File: config.mk
export PLATFORM = sky130hd
export DESIGN_NAME = pixel_write_port
export DESIGN_NICKNAME = d
export VERILOG_FILES = /design/src/rtl/pixel_write_port.sv
export SDC_FILE = /design/constraint.sdc
export NUM_CORES = 1
export LEC_CHECK = 0
export CAP_MARGIN = 10
export CORE_MARGIN = 4
export CORE_UTILIZATION = 40
export DETAILED_ROUTE_END_ITERATION = 16
export GPL_TIMING_DRIVEN = 0
export SYNTH_ARGS = -nofsm -noshare
export SYNTH_HDL_FRONTEND = slang
export SYNTH_SLANG_ARGS = --single-unit
File: constraint.sdc
create_clock -name clk -period 7.1 [get_ports clk]
set_clock_uncertainty 0.2 [all_clocks]
set_input_delay 1.42 -clock clk [delete_from_list [all_inputs] [get_ports clk]]
set_output_delay 1.42 -clock clk [all_outputs]
set_load 0.005 [all_outputs]
File: src/rtl/pixel_write_port.sv
// Pixel write port: range-checks pixel requests, queues them in a small FIFO
// and streams linear framebuffer writes through a one-entry output register.
module pixel_write_port #(
    parameter int X_BITS    = 11,
    parameter int Y_BITS    = 11,
    parameter int WIDTH     = 640,
    parameter int HEIGHT    = 480,
    parameter int DEPTH     = 4,
    parameter int ADDR_BITS = 19
) (
    input  logic                 clk,
    input  logic                 reset,
    input  logic                 in_valid,
    output logic                 in_ready,
    input  logic [X_BITS-1:0]    in_x,
    input  logic [Y_BITS-1:0]    in_y,
    input  logic                 in_color,
    output logic                 fb_we,
    output logic [ADDR_BITS-1:0] fb_addr,
    output logic                 fb_data,
    input  logic                 fb_stall,
    output logic [15:0]          drop_count,
    output logic                 idle
);

    localparam int PW = (DEPTH > 1) ? $clog2(DEPTH) : 1;
    localparam int CW = PW + 1;
    localparam logic [31:0] W_U = WIDTH;
    localparam logic [31:0] H_U = HEIGHT;

    typedef struct packed {
        logic [ADDR_BITS-1:0] addr;
        logic                 color;
    } pix_t;

    pix_t          mem_q [DEPTH];
    pix_t          mem_d [DEPTH];
    logic [PW-1:0] rd_q, rd_d;
    logic [PW-1:0] wr_q, wr_d;
    logic [CW-1:0] count_q, count_d;
    pix_t          out_q, out_d;
    logic          out_valid_q, out_valid_d;
    logic [15:0]   drop_q, drop_d;
    logic          ready_q;

    logic fifo_full;
    logic fifo_empty;
    logic accept;
    logic in_range;
    logic complete;
    logic load_slot;
    logic pop;
    logic bypass;
    logic push;
    pix_t entry;

    assign fifo_full  = (count_q == CW'(DEPTH));
    assign fifo_empty = (count_q == '0);

    // ready_q keeps in_ready low in reset and rises on the first edge after it
    assign in_ready = ready_q & ~fifo_full;
    assign accept   = in_valid & in_ready;
    assign in_range = (32'(in_x) < W_U) && (32'(in_y) < H_U);

    assign entry.addr  = ADDR_BITS'(in_y) * ADDR_BITS'(W_U) + ADDR_BITS'(in_x);
    assign entry.color = in_color;

    assign complete  = out_valid_q & ~fb_stall;
    assign load_slot = ~out_valid_q | complete;
    assign pop       = load_slot & ~fifo_empty;
    assign bypass    = load_slot & fifo_empty & accept & in_range;
    assign push      = accept & in_range & ~bypass;

    assign fb_we      = out_valid_q;
    assign fb_addr    = out_q.addr;
    assign fb_data    = out_q.color;
    assign drop_count = drop_q;
    assign idle       = fifo_empty & ~out_valid_q;

    // Next state: FIFO push/pop, output register load/bypass, drop counter
    always_comb begin
        mem_d       = mem_q;
        rd_d        = rd_q;
        wr_d        = wr_q;
        count_d     = count_q;
        out_d       = out_q;
        out_valid_d = out_valid_q;
        drop_d      = drop_q;

        if (pop) begin
            out_d       = mem_q[rd_q];
            out_valid_d = 1'b1;
            rd_d        = rd_q + 1'b1;
        end else if (bypass) begin
            out_d       = entry;
            out_valid_d = 1'b1;
        end else if (complete) begin
            out_valid_d = 1'b0;
        end

        if (push) begin
            mem_d[wr_q] = entry;
            wr_d        = wr_q + 1'b1;
        end

        case ({push, pop})
            2'b10:   count_d = count_q + 1'b1;
            2'b01:   count_d = count_q - 1'b1;
            default: count_d = count_q;
        endcase

        if (accept && !in_range && drop_q != 16'hFFFF) begin
            drop_d = drop_q + 16'd1;
        end
    end

    // State registers, cleared asynchronously by the active-low reset
    always_ff @(posedge clk or negedge reset) begin
        if (!reset) begin
            for (int i = 0; i < DEPTH; i++) begin
                mem_q[i] <= '0;
            end
            rd_q        <= '0;
            wr_q        <= '0;
            count_q     <= '0;
            out_q       <= '0;
            out_valid_q <= 1'b0;
            drop_q      <= '0;
            ready_q     <= 1'b0;
        end else begin
            mem_q       <= mem_d;
            rd_q        <= rd_d;
            wr_q        <= wr_d;
            count_q     <= count_d;
            out_q       <= out_d;
            out_valid_q <= out_valid_d;
            drop_q      <= drop_d;
            ready_q     <= 1'b1;
        end
    end

endmodule
==> metrics.yaml <==
yosysUniqueCellTypes: 53
finalHoldViolCount: 0
core_sq_mm: 0.0152
rr_worst_depth: 10
synthesis.area_sq_mm: 0.00620
diodes: 0
nNetsFinal: 664
die_area_sq_mm: 0.0175
min_path_type: "reg2reg"
fmax_ghz: 0.224
worstPathArrival_ns: 4.61
cts.path.max_buffers: 2
maxCapViolCount: 0
powerDensity_mw_per_mm2: 349
cts_tree: "yes"
synthesis.nets: 579
clkTransAtPathRegs_ns: 0.05
hold_depth: 2
outcome: "completed"
synthCells: 522
yosys_warnings: 0
cp_num_buf_inv: 1
drv_slew: 0
start_util_pct: 40.8
routed_via_density: 5.30
seq_power_share_pct: 38.9
critPathMaxFanout: 5
routed-via-count: 4284
drc: 0
synth-seq-area-share_pct: 50.5
wl_per_cell_um: 17.2
area_growth_pct: 23.9
grtUsageTotal_pct: 16.9
cts-resized-gates: 0
htree_num_levels: 4
worst_r2r_endpoint: "count_q[2]"
antenna_found_initial: 0
async_reset_ff_share_pct: 100
final-instance-count-excl-fill: 808
ir_drop_v: 0.000146
grt_pass1_wl_um: 23500
leakage_nw: 3.48
cp_data_required_time_ns: 7.24
final_cell_mix: "dfrtp_1, nand2_1, clkdlybuf4s50_1"
multi_input_area_sq_mm: 0.00292
fillers: 1368
synth-edff-count: 0
synth.ff_latch_count: 125
dpl.hpwl_um: 9770
wirelength_um: 13900
syn_avg_cell_area_sq_um: 11.9
drt_iter0_drc: 272
max_stage_delay_ns: 0.48
sw_frac_of_total_pct: 30.3
ant_nets: 0
regArea_sq_mm: 0.00313
p_clk_share_pct: 31.0
clkSinkCount: 125
finalSetupViolations: 0
cts.repair_timing.setup_buffer_count: 0
ys.flop_type: "dfrtp_1"
p_int_w: 0.00187
finalWeightedCongestion: 0.769
final_common_cell: "dfrtp_1"
numCtsBuffers: 17
rows: 45
cts-root-buf: "clkbuf_16"
grt_max_degree: 77
dp.cells: 776
io_buffers: 65
globalRoute.totalOverflow: 0
hold_buffers: 0
p_comb_share_pct: 30.1
max_slew_margin_pct: 41.9
r2r_slack_ns: 4.15
cpMaxStageDelayCell: "clkdlybuf4s50_1"
drive_gt1_share_pct: 19.2
die_x_um: 132
die_h_um: 132
hold_start: "fb_addr[5]"
first_pass_iters: 4
criticalPathCategory: "in2reg"
insertion_delay_ns: 0.41
rsz0062_at_grt: "no"
cp-start-kind: "primary input"
min_to: "fb_addr[5]"
ios: 66
fin_crit_sh_pct: 63.0
grt_pass1_vias: 4594
end_kind: "flip-flop"
fin_crit_ns: 4.47
crit_chain: "clkdlybuf4s50_1 -> ha_1 -> ha_1 -> fa_1 -> a211oi_1 -> nor2_1 -> xor2_1 -> and4_1 -> nand4_1 -> xor2_1 -> mux2_2"
utilization_pct: 50.5
tightest_slew_ns: 0.871
p_sw_w: 0.000811
worst_path_dominant_cell_family: "adder cells"
r2r_start: "count_q[0]"
[state kept, by name, indices dropped and copies added (netlist names)]
signal      flops
mem_q          80
ready_q         1
fb_we           1
fb_addr        19
fb_data         1
wr_q            2
count_q         3
drop_count     16
rd_q            2
[through the flow]
stage / setup WS (ns) / cell area [sq um] / total power, W / hold WS [ns] / TNS [ns]
after global routing: 2.36 / 7680 / 0.00286 / 0.287 / 0
after CTS: 2.60 / 7680 / 0.00271 / 0.267 / 0
after floorplan: 3.03 / 6200 / 0.00153 / 0.243 / 0
after detailed placement: 2.19 / 7110 / 0.00187 / 0.254 / 0
final: 2.63 / 7680 / 0.00268 / 0.261 / 0
after global placement: -0.335 / 7080 / 0.00183 / 0.250 / -40.95
[worst register-to-register path: cells and delay by family (launching register included)]
family | cells | cell delay [ns]
adders and majority gates | 2 | 0.67
xor gates and xnor gates | 2 | 0.31
DFF | 1 | 0.38
buffers and inverters | 3 | 0.82
and+or+nand+nor | 3 | 0.47
[cell usage after synthesis, types with 2 or more instances]
master	count	area, sq um
xnor2_1	19	166
o211ai_1	2	15.0
nand2_1	80	300
fa_1	3	60.1
xor2_1	14	123
and3_1	3	18.8
nand4_1	4	25.0
inv_1	14	52.6
nor3_1	2	10.0
a22oi_1	19	143
and2_1	3	18.8
mux4_2	20	450
dfrtp_1	125	3130
o31ai_1	5	37.5
clkbuf_1	12	45.0
nor2_1	16	60.1
and4_1	2	17.5
o21bai_1	2	15.0
nor3_2	2	20.0
or3_1	2	12.5
mux2_2	45	507
ha_1	27	338
o21ai_0	46	230
nand3_1	4	20.0
a21oi_1	9	45.0
a211oi_1	2	15.0
a21o_1	2	15.0
o21a_1	3	22.5
buf_2	9	45.0
nor2b_1	3	18.8
[worst max-delay path by stage]
stage | slack [ns] | endpoint | cells past startpoint | start
global placement | -0.34 | drop_count[3] | 1 | reset
CTS | 2.60 | mem_q[58] | 11 | in_y[1]
detailed placement | 2.19 | mem_q[38] | 11 | in_y[1]
global route | 2.36 | mem_q[58] | 11 | in_y[1]
finish | 2.63 | mem_q[58] | 11 | in_y[1]
floorplan | 3.03 | mem_q[18] | 10 | in_y[1]
[power by group through the flow]
stage | registers (W) | clock network (W) | logic (W)
finish | 0.00104 | 0.000830 | 0.000807
global route | 0.00107 | 0.000878 | 0.000910
CTS | 0.00104 | 0.000848 | 0.000823
detailed placement | 0.00105 | 0 | 0.000818
global placement | 0.00104 | 0 | 0.000793
floorplan | 0.00103 | 0 | 0.000506
[final cells by class]
cell class / instances / share of cell area [%]
Buffer: 22 / 1.22
Clock buffer: 20 / 5.82
Clock inverter: 12 / 1.58
Inverter: 14 / 0.684
Multi-Input combinational cell: 361 / 38.0
Sequential cell: 125 / 40.7
Tap cell: 188 / 3.06
Timing Repair Buffer: 66 / 8.85
[kinds of logic after synthesis]
group / Yosys count / synth area share (%)
AND/OR/NAND/NOR: 131 / 9.90
other: 1 / 0.0605
multiplexers: 66 / 15.6
XOR/XNOR: 34 / 4.93
flip-flops: 125 / 50.5
AO/OA/AOI/OAI: 99 / 10.2
buffers and inverters: 36 / 2.36
adder cells (fa/ha/maj): 30 / 6.42
[metal layers]
metal	track usage (%)	part of all wire, %	vias to the layer above
met2	27.8	50	88
met4	5.72	0.70	0
met1	21.7	45	2139
li1	-	-	2047
met3	4.56	5.0	10
met5	0	0	-
Note: power is estimated with default switching activity, not from simulation.
